File: config.mk
export PLATFORM = sky130hd
export DESIGN_NAME = round_judge
export DESIGN_NICKNAME = d
export VERILOG_FILES = /design/src/rtl/round_judge.sv
export SDC_FILE = /design/constraint.sdc
export NUM_CORES = 1
export LEC_CHECK = 0
export ABC_CLOCK_PERIOD_IN_PS = 2950
export CAP_MARGIN = 25
export CORE_MARGIN = 1.5
export CORE_UTILIZATION = 35
export DETAILED_ROUTE_END_ITERATION = 8
export PLACE_DENSITY = 0.64
export SETUP_SLACK_MARGIN = 0.02
export SKIP_LAST_GASP = 1
export SLEW_MARGIN = 20
export SYNTH_ARGS = -nofsm -noshare
export SYNTH_HDL_FRONTEND = slang
export SYNTH_SLANG_ARGS = --single-unit
export TNS_END_PERCENT = 1
File: constraint.sdc
create_clock -name clk -period 2.95 [get_ports clk]
set_input_delay 0.295 -clock clk [delete_from_list [all_inputs] [get_ports clk]]
set_output_delay 0.295 -clock clk [all_outputs]
set_load 0.02 [all_outputs]
File: src/rtl/round_judge.sv
// Round/score controller downstream of the card comparator: latches a card pair, scores the result, declares a winner.
// Optional build macro TIE_REPLAY_EN: ties (and illegal codes) do not consume a round.
module round_judge #(
    parameter int unsigned WIN_SCORE  = 3,
    parameter int unsigned MAX_ROUNDS = 7,
    parameter int unsigned SCORE_W    = 3
) (
    input  logic               clk,
    input  logic               rst_n,
    input  logic               new_game,
    input  logic               card_valid,
    input  logic [3:0]         p1_card,
    input  logic [3:0]         p2_card,
    output logic               ready,
    output logic [3:0]         p1_handcard,
    output logic [3:0]         p2_handcard,
    input  logic [1:0]         matchresult,
    output logic [SCORE_W-1:0] p1_score,
    output logic [SCORE_W-1:0] p2_score,
    output logic [SCORE_W-1:0] round_cnt,
    output logic [1:0]         round_result,
    output logic               result_valid,
    output logic               game_over,
    output logic [1:0]         winner,
    output logic               err
);

    typedef enum logic [1:0] {
        S_IDLE    = 2'd0,
        S_COMPARE = 2'd1,
        S_DONE    = 2'd2
    } state_t;

    state_t             state_q, state_d;
    logic               ready_q, ready_d;
    logic [3:0]         p1_hand_q, p1_hand_d, p2_hand_q, p2_hand_d;
    logic [SCORE_W-1:0] p1_score_q, p1_score_d, p2_score_q, p2_score_d;
    logic [SCORE_W-1:0] round_cnt_q, round_cnt_d;
    logic [1:0]         round_result_q, round_result_d;
    logic               result_valid_q, result_valid_d;
    logic               game_over_q, game_over_d;
    logic [1:0]         winner_q, winner_d;
    logic               err_q, err_d;

    logic p1_win_c, p2_win_c, tie_c, illegal_c;

    assign p1_win_c  = (matchresult == 2'b10);
    assign p2_win_c  = (matchresult == 2'b11);
    assign illegal_c = (matchresult == 2'b00);
    assign tie_c     = ~p1_win_c & ~p2_win_c;

    always_comb begin
        state_d        = state_q;
        p1_hand_d      = p1_hand_q;
        p2_hand_d      = p2_hand_q;
        p1_score_d     = p1_score_q;
        p2_score_d     = p2_score_q;
        round_cnt_d    = round_cnt_q;
        round_result_d = round_result_q;
        result_valid_d = 1'b0;
        winner_d       = winner_q;
        err_d          = err_q;

        case (state_q)
            S_IDLE: begin
                if (card_valid) begin
                    p1_hand_d = p1_card;
                    p2_hand_d = p2_card;
                    state_d   = S_COMPARE;
                end
            end
            S_COMPARE: begin
                p1_score_d     = p1_score_q + SCORE_W'(p1_win_c);
                p2_score_d     = p2_score_q + SCORE_W'(p2_win_c);
`ifdef TIE_REPLAY_EN
                round_cnt_d    = round_cnt_q + SCORE_W'(~tie_c);
`else
                round_cnt_d    = round_cnt_q + SCORE_W'(1);
`endif
                round_result_d = tie_c ? 2'b01 : matchresult;
                err_d          = err_q | illegal_c;
                result_valid_d = 1'b1;
                // End-of-game decision uses the freshly updated counters
                if ((p1_score_d == SCORE_W'(WIN_SCORE)) || (p2_score_d == SCORE_W'(WIN_SCORE)) ||
                    (round_cnt_d == SCORE_W'(MAX_ROUNDS))) begin
                    state_d = S_DONE;
                    if (p1_score_d > p2_score_d)      winner_d = 2'b01;
                    else if (p2_score_d > p1_score_d) winner_d = 2'b10;
                    else                              winner_d = 2'b11;
                end else begin
                    state_d = S_IDLE;
                end
            end
            S_DONE: begin
                state_d = S_DONE;
            end
            default: begin
                state_d = S_IDLE;
            end
        endcase

        // Restart wins over everything, dropping any offered or in-flight pair
        if (new_game) begin
            state_d        = S_IDLE;
            p1_hand_d      = p1_hand_q;
            p2_hand_d      = p2_hand_q;
            p1_score_d     = '0;
            p2_score_d     = '0;
            round_cnt_d    = '0;
            round_result_d = 2'b00;
            result_valid_d = 1'b0;
            winner_d       = 2'b00;
            err_d          = 1'b0;
        end

        ready_d     = (state_d == S_IDLE);
        game_over_d = (state_d == S_DONE);
    end

    always_ff @(posedge clk or negedge rst_n) begin
        if (!rst_n) begin
            state_q        <= S_IDLE;
            ready_q        <= 1'b1;
            p1_hand_q      <= 4'd0;
            p2_hand_q      <= 4'd0;
            p1_score_q     <= '0;
            p2_score_q     <= '0;
            round_cnt_q    <= '0;
            round_result_q <= 2'b00;
            result_valid_q <= 1'b0;
            game_over_q    <= 1'b0;
            winner_q       <= 2'b00;
            err_q          <= 1'b0;
        end else begin
            state_q        <= state_d;
            ready_q        <= ready_d;
            p1_hand_q      <= p1_hand_d;
            p2_hand_q      <= p2_hand_d;
            p1_score_q     <= p1_score_d;
            p2_score_q     <= p2_score_d;
            round_cnt_q    <= round_cnt_d;
            round_result_q <= round_result_d;
            result_valid_q <= result_valid_d;
            game_over_q    <= game_over_d;
            winner_q       <= winner_d;
            err_q          <= err_d;
        end
    end

    assign ready        = ready_q;
    assign p1_handcard  = p1_hand_q;
    assign p2_handcard  = p2_hand_q;
    assign p1_score     = p1_score_q;
    assign p2_score     = p2_score_q;
    assign round_cnt    = round_cnt_q;
    assign round_result = round_result_q;
    assign result_valid = result_valid_q;
    assign game_over    = game_over_q;
    assign winner       = winner_q;
    assign err          = err_q;

endmodule

==> results of run 1 <==
## layout make-up
type	count	area share
Clock inverter	1	0.00286
Clock buffer	3	0.0129
Inverter	3	0.00643
Multi-Input combinational cell	77	0.328
Timing Repair Buffer	41	0.230
Sequential cell	27	0.387
Tap cell	46	0.0329
## cells by family (layout without fill, tap and decap cells)
kind of cell / count (synthesis) / after routing
flops: 27 / 27
compound gates: 15 / 15
mux: 10 / 10
fa+ha+maj: 9 / 9
xor+xnor: 8 / 8
simple gates: 35 / 35
buf+inv: 8 / 48
## cells in the final DEF (no fill, tap or decap), drive strengths merged, types with 2 or more instances in the layout
cell | synthesis | routed
a21oi | 10 | 10
a311oi | 2 | 2
buf | 3 | 3
clkbuf | 2 | 3
clkdlybuf4s50 | 0 | 38
dfrtp | 26 | 26
ha | 9 | 9
inv | 3 | 3
mux2 | 10 | 10
nand2 | 14 | 14
nor2 | 12 | 12
nor2b | 3 | 3
xnor2 | 3 | 3
xor2 | 5 | 5
## per-layer routing
| metal | global-route usage | part of all wire | vias to the layer above |
|---|---|---|---|
| li1 | - | - | 455 |
| met1 | 0.171 | 0.44 | 447 |
| met2 | 0.222 | 0.51 | 17 |
| met3 | 0.0107 | 0.021 | 8 |
| met4 | 0.0815 | 0.029 | 0 |
| met5 | 0 | 0 | - |
## through the flow
| stage | cells | total power, W | util |
|---|---|---|---|
| final | 198 | 0.000796 | 0.512 |
| after global routing | 198 | 0.000836 | 0.512 |
| after CTS | 198 | 0.000803 | 0.512 |
| after detailed placement | 194 | 0.000643 | 0.504 |
| after global placement | 194 | 0.000639 | 0.504 |
| after floorplan | 112 | 0.000532 | - |
## path summary, 6_finish.rpt
path                                       startpoint                          to  slack (ns)  cells past startpoint
setup reg to reg              p2_score[0]$_DFFE_PN0P_       winner[0]$_DFFE_PN0P_        0.84                      8
min in group clk           p1_handcard[2]$_DFFE_PN0P_  p1_handcard[2]$_DFFE_PN0P_        0.51                      1
max in group asynchronous                       rst_n             ready$_DFF_PN1_        2.35                      2
setup / recovery                       matchresult[0]       winner[0]$_DFFE_PN0P_        0.71                     10
hold / removal                                  rst_n     p2_score[2]$_DFFE_PN0P_        0.31                      2
hold reg to reg            p1_handcard[2]$_DFFE_PN0P_  p1_handcard[2]$_DFFE_PN0P_        0.51                      1
## registers in the layout, indices dropped and copies added, names as in the netlist
name,flops
err,1
result_valid,1
p1_handcard,4
state_q,2
game_over,1
round_result,2
winner,2
ready,1
p1_score,3
p2_score,3
round_cnt,3
p2_handcard,4
## power by group through the flow
stage / clock (W) / combinational (W) / sequential, W
final: 0.000164 / 0.000207 / 0.000426
after CTS: 0.000166 / 0.000210 / 0.000427
after global routing: 0.000185 / 0.000221 / 0.000430
after detailed placement: 0 / 0.000209 / 0.000434
after floorplan: 0 / 0.0000577 / 0.000475
after global placement: 0 / 0.000207 / 0.000432
==> results.txt, run 1 <==
status: complete, no violations
Worst EP required: 3.18 ns
Worst path slowest cell: clkdlybuf4s50_1
Switching Fraction: 0.294
vias in the first global route: 944
pre-CTS WS: 0.355 ns
Worst Setup End Kind: flip-flop
max incr delay on CP: 0.44 ns
Rows: 21
post-synthesis mux area share: 0.0881
Post-CTS Hold Fix Bufs: 0
Remaining DRCs: 0
Max IR drop VDD: 270 uV
post-CTS sizing: 0
count leader, synth: dfrtp_1
CP Max Fanout: 3
Max clock buf depth: 2
Layout area overhead: 36.9%
P_int: 0.000562 W
ranking of synthesized cells by area: dfrtp_1 (51%), ha_1 (8.8%), mux2_1 (8.8%)
Post-Synth Simple-Gate Area: 0.127
Rel. slew slack: 0.703
Vias/cell: 4.68
most used cell, CP: ha_1
CP arrival: 2.47 ns
family with the most delay on the worst path: adder cells
Comb power frac: 0.260
clock sinks: 27
CTS tree: done
clock power share: 0.206
Min-Delay Path Class: in -> async
worst clock skew: 0.00826 ns
Post-Syn Nets: 135
Yosys warnings: 0
Hold Vio Cnt, Final: 0
xor/xnor cell area share of the yosys netlist: 0.0607
layout cells sized above 1: 0.0855
Fill cells: 324
GRT Overall Usage: 0.134
die area: 0.00403 mm2
Placer Congestion: 0.730
Congestion Overflow GR: 0
worst-margin pin slew: 0.444 ns
Detail Route Antenna Nets: 0
Hold Slack: 0.309 ns
number of port buffers: 38
first-pass GRT wire length: 4190 um
final instance area: 0.00175 mm2
Vias: 927
share of the synthesized area in the top cell type: 0.509
final setup margin: 0.712 ns
post-DP HPWL: 1960 um
WL/cell: 12.7 um
Clock Latency Late Sink: 0.34 ns
Post-Route WL: 2520 um
setup total negative slack: 0 ns
buffer count from post-CTS setup fixing: 0
switching pwr: 0.000234 W
CP startpoint kind: input port
Compound-Gate Fraction of Synth Area: 0.0802
TritonCTS Buffers: 3
Tmin final: 2.24 ns
Final Max Tran Viols: 0
DR iter-0 viols: 22
Die Y: 63.4 um
Async SR Flop Fraction: 1.00
storage element area: 677 um2
combinational family with the most area after synthesis: simple AND/OR/NAND/NOR gates
Synth Area in Adders: 0.0881
Main synth FF type: dfrtp_1
Placed Area: 0.00172 mm2
most frequent cells after synthesis: dfrtp_1 (26), nand2_1 (14), nor2_1 (12)
period utilization: 0.758
Ports: 39
max_cap viols: 0
Clock Tree Root: clkbuf_4
FMAX: 447 MHz
initial antenna violation count: 0
Mapped Avg Cell Area: 11.4 um2
# diodes: 0
Final nets: 176
leakage power: 0.762 nW
maximum number of pins on one net before global-route repair: 28
Die X-Extent: 63.4 um
area leader, netlist: dfrtp_1
CTS clk-pin slew, worst paths: 0.15 ns
CP Class: in -> reg
Final Setup Violations: 0
Core ar.: 0.00342 mm2
Mapped Cells: 112
sequential area share after synthesis: 0.529
unrepaired setup endpoints after global routing: false
Initial Util: 0.374
Flop pwr share: 0.535
Mapped Area: 0.00128 mm2
H-tree levels: 1
WP buf/inv: 1
Post-synth EDFFs: 0
drt pass-1 iters: 4
CP Cell Sequence: clkdlybuf4s50_1 > and2_1 > ha_1 > ha_1 > xor2_2 > ha_1 > nand3b_1 > a32oi_1 > nor2_1 > mux2_1
post-synthesis register bit count: 27
count of cell types in the netlist: 25
Pwr Density: 455 mW/mm2
area of the multi-input gates: 574 um2
(Power assumes the default switching activity.)
==> inputs of run 2 (changes only) <==
- ABC_CLOCK_PERIOD_IN_PS: 2950 -> 1900
- PLACE_DENSITY: 0.64 -> 0.66
- clock period: 2.95 -> 1.9 ns (I/O delays scaled with it)
==> run 2 against run 1 <==
Compared with the run above:
- the flow now finishes with violations (setup timing)
- power is 58% higher
- sequential power is 56% higher
- worst setup slack worse by 0.75 ns
- flip-flop and latch count stayed put
- non-clock buffer count is 8 higher
- core utilization is 5.0 points higher
- via count is 7.8% higher
- final area is 9.7% higher
- wire length is 5.5% higher
- die area stayed put
- largest cell class unchanged
- largest power group unchanged
==> results.txt, run 2 (synthesized netlist as in run 1, its figures left out) <==
Vias: 999
final instance area: 0.00192 mm2
Die Y: 63.4 um
leakage power: 0.801 nW
Max clock buf depth: 2
DR iter-0 viols: 24
initial antenna violation count: 0
Final Max Tran Viols: 0
status: finished with violations
number of port buffers: 38
TritonCTS Buffers: 3
R2R setup slack: -0.04 ns
Critical R2R Capture: winner[0]$_DFFE_PN0P_
Post-Route WL: 2660 um
Rel. slew slack: 0.717
post-route insts no fill: 206
final setup margin: -0.0404 ns
Final Setup Violations: 2
layout cells sized above 1: 0.213
Remaining DRCs: 0
Worst Setup End Kind: flip-flop
CP startpoint kind: flip-flop
R2R depth: 8
Rows: 21
max_cap viols: 0
first-pass GRT wire length: 4740 um
Clock Latency Late Sink: 0.32 ns
unrepaired setup endpoints after global routing: true
vias in the first global route: 1,052
Fill cells: 303
placed cells: 201
Layout area overhead: 50.2%
die area: 0.00403 mm2
clock sinks: 27
Tmin final: 1.94 ns
Min-Delay Path Class: in -> async
period utilization: 1.02
GRT Overall Usage: 0.147
CTS tree: done
R2R Path Start: p2_score[0]$_DFFE_PN0P_
CTS clk-pin slew, worst paths: 0.15 ns
CP Class: reg -> reg
Clock Tree Root: clkbuf_4
Placer Congestion: 0.811
Max IR drop VDD: 611 uV
Worst EP required: 2.13 ns
Final nets: 184
violated checks: setup timing
CP Max Fanout: 3
worst-margin pin slew: 0.425 ns
# diodes: 0
Congestion Overflow GR: 0
crit path to: winner[0]$_DFFE_PN0P_
Ports: 39
H-tree levels: 1
most frequent cells in the layout: clkdlybuf4s50_1 (36), dfrtp_1 (24), nand2_1 (14), nor2_1 (12), buf_4 (10)
maximum number of pins on one net before global-route repair: 28
Vias/cell: 4.85
Core ar.: 0.00342 mm2
Die X-Extent: 63.4 um
commonest non-fill, non-tap cell in the layout: clkdlybuf4s50_1
post-DP HPWL: 2050 um
Detail Route Antenna Nets: 0
Pwr Density: 654 mW/mm2
worst clock skew: 0.00422 ns
CP arrival: 2.17 ns
drt pass-1 iters: 3
WL/cell: 12.9 um
Hold Vio Cnt, Final: 0
Placed Area: 0.00183 mm2
Critical path origin: p2_score[0]$_DFFE_PN0P_
FMAX: 515 MHz
Initial Util: 0.374
-- run 2: how the worst min path moves through the flow --
stage	end	slack (ns)	depth (start not counted)
after floorplan	err$_DFFE_PN0P_	-0.11	0
after global placement	p2_handcard[3]$_DFFE_PN0P_	0.47	1
after detailed placement	p1_handcard[3]$_DFFE_PN0P_	0.48	1
after CTS	err$_DFFE_PN0P_	0.21	2
after global routing	p1_handcard[0]$_DFFE_PN0P_	0.23	2
final	p1_score[2]$_DFFE_PN0P_	0.21	2
-- run 2: critical path: stages (launching register included) --
cell and delay (ns):
dfrtp_2 0.45, ha_4 0.17, ha_4 0.17, xor2_4 0.19, ha_4 0.29, nand3b_1 0.09
a32oi_1 0.16, nor2_1 0.06, mux2_4 0.26
-- run 2: layout make-up --
cell class,instances,area (um2),share of cell area
sequential,27,679,0.354
multi-input combinational,77,678,0.353
clock buffer,3,22.5,0.0117
tap,46,57.6,0.0300
timing repair buffer,49,464,0.242
clock inverter,1,7.51,0.00391
inverter,3,11.3,0.00586
-- run 2: where the power goes --
part,internal [W],leakage [nW],total (W),switching (W)
logic,0.000175,0.438,0.000338,0.000163
registers,0.000631,0.349,0.000664,0.0000328
clock network,0.0000805,0.0139,0.000253,0.000173
total,0.000886,0.801,0.00126,0.000369
-- run 2: per-stage QoR --
step           setup slack (ns)   util  power (W)  TNS (ns)  hold slack (ns)
6_report                -0.0404  0.562    0.00126   -0.0546            0.209
5_1_grt                 -0.0864  0.562    0.00133    -0.225            0.232
3_5_place_dp             -0.549  0.536    0.00101     -1.85            0.478
4_1_cts                 -0.0360  0.561    0.00128   -0.0637            0.212
2_1_floorplan           -0.0450      -   0.000830   -0.0782           -0.106
3_3_place_gp             -0.450  0.536    0.00100     -1.51            0.469
-- run 2: what timing repair did --
action	4_1_cts	5_1_grt
buffers inserted	1	0
pin swaps	4	1
gates resized for setup	10	1
setup endpoints to repair	2	4
hold buffers	0	0
-- run 2: routing by layer --
metal,global-route usage,vias up,wire length (um)
li1,-,474,-
met1,0.182,492,1150
met2,0.259,33,1340
met3,0.0500,0,178
met4,0.00815,0,0
met5,0,-,0
==> inputs of run 3 (changes only) <==
- ABC_CLOCK_PERIOD_IN_PS: 1900 -> 2300
- PLACE_DENSITY: 0.66 -> 0.64
- clock period: 1.9 -> 2.3 ns (I/O delays scaled with it)
==> run 3 against run 2 <==
Compared with the run above:
- the run now ends clean
- final area down 6.4%
- wire length down 1.7%
- global-route usage decreased by 0.28 points
- largest cell class unchanged
- sequential share of layout area is 2.3 points higher
==> results.txt, run 3 (synthesized netlist as in run 1, its figures left out) <==
period utilization: 0.941
Post-Route WL: 2620 um
most frequent cells in the layout: clkdlybuf4s50_1 (38), dfrtp_1 (26), nand2_1 (14), nor2_1 (12), mux2_1 (10)
vias in the first global route: 961
unrepaired setup endpoints after global routing: false
Congestion Overflow GR: 0
Final nets: 182
CP arrival: 2.39 ns
Vias: 934
DR iter-0 viols: 25
maximum number of pins on one net before global-route repair: 28
Rows: 21
TritonCTS Buffers: 3
status: complete, no violations
final setup margin: 0.135 ns
CP Max Fanout: 3
Hold Slack: 0.238 ns
Core ar.: 0.00342 mm2
switching pwr: 0.000305 W
first-pass GRT wire length: 4530 um
Switching Fraction: 0.295
CP Class: in -> reg
Min-Delay Path Class: in -> async
pre-CTS WS: -0.219 ns
Post-CTS Hold Fix Bufs: 0
Layout area overhead: 40.6%
worst clock skew: 0.00291 ns
post-CTS sizing: 0
Overall Power: 0.00103 W
Comb power frac: 0.263
Initial Util: 0.374
Clock Tree Root: clkbuf_4
Worst Setup End Kind: flip-flop
clock power share: 0.207
FMAX: 462 MHz
Rel. slew slack: 0.697
buffer count from post-CTS setup fixing: 0
setup total negative slack: 0 ns
Ports: 39
Detail Route Antenna Nets: 0
Flop pwr share: 0.530
CTS clk-pin slew, worst paths: 0.15 ns
Placer Congestion: 0.761
Die X-Extent: 63.4 um
die area: 0.00403 mm2
Tmin final: 2.17 ns
Max clock buf depth: 2
number of port buffers: 38
post-route insts no fill: 204
commonest non-fill, non-tap cell in the layout: clkdlybuf4s50_1
GRT Overall Usage: 0.144
Clock Latency Late Sink: 0.33 ns
H-tree levels: 1
drt pass-1 iters: 2
Fill cells: 318
area of the multi-input gates: 574 um2
CP startpoint kind: input port
worst-margin pin slew: 0.455 ns
Pwr Density: 574 mW/mm2
initial antenna violation count: 0
CTS tree: done
Max IR drop VDD: 298 uV
# diodes: 0
post-DP HPWL: 1970 um
Vias/cell: 4.58
leakage power: 0.790 nW
layout cells sized above 1: 0.120
Hold Vio Cnt, Final: 0
Remaining DRCs: 0
Final Max Tran Viols: 0
max_cap viols: 0
placed cells: 200
Die Y: 63.4 um
P_int: 0.000727 W
clock sinks: 27
Worst EP required: 2.53 ns
storage element area: 677 um2
Final Setup Violations: 0
WL/cell: 12.8 um
==> run 3: stage by stage <==
step | utilization | area (um2)
2_1_floorplan | - | 1280
3_3_place_gp | 0.518 | 1770
3_5_place_dp | 0.518 | 1770
4_1_cts | 0.526 | 1800
5_1_grt | 0.526 | 1800
6_report | 0.526 | 1800
==> run 3: layout make-up <==
type,instances,share of cell area
timing repair buffer,47,0.249
sequential,27,0.376
tap,46,0.0320
inverter,3,0.00626
clock inverter,1,0.00418
multi-input combinational,77,0.319
clock buffer,3,0.0125
==> run 3: final timing paths <==
kind | start | cells past startpoint | end | slack, ns
max | matchresult[0] | 10 | winner[0]$_DFFE_PN0P_ | 0.13
min | rst_n | 2 | round_result[0]$_DFFE_PN0P_ | 0.24
max reg2reg | p2_score[0]$_DFFE_PN0P_ | 8 | winner[0]$_DFFE_PN0P_ | 0.19
min reg2reg | p1_handcard[1]$_DFFE_PN0P_ | 1 | p1_handcard[1]$_DFFE_PN0P_ | 0.51
max in group asynchronous | rst_n | 2 | ready$_DFF_PN1_ | 1.76
min in group clk | p1_card[0] | 2 | p1_handcard[0]$_DFFE_PN0P_ | 0.48
==> run 3: power by group through the flow <==
stage | clock network (W) | registers, W | logic, W
floorplan | 0 | 0.000609 | 0.0000740
global route | 0.000243 | 0.000553 | 0.000292
CTS | 0.000227 | 0.000547 | 0.000276
detailed placement | 0 | 0.000557 | 0.000275
global placement | 0 | 0.000554 | 0.000271
finish | 0.000214 | 0.000547 | 0.000271
==> run 3: routing by layer <==
layer	global-route usage	vias to the layer above	wire length [um]
li1	-	469	-
met1	0.178	447	1190
met2	0.250	14	1330
met3	0.0179	4	40
met4	0.0652	0	53
met5	0	-	0
==> run 3: worst max-delay path, stage by stage <==
cell	delay [ns]
clkdlybuf4s50_1	0.44
and2_1	0.18
ha_1	0.18
ha_1	0.23
xor2_2	0.20
ha_1	0.32
nand3b_1	0.10
a32oi_1	0.17
nor2_1	0.06
mux2_1	0.29
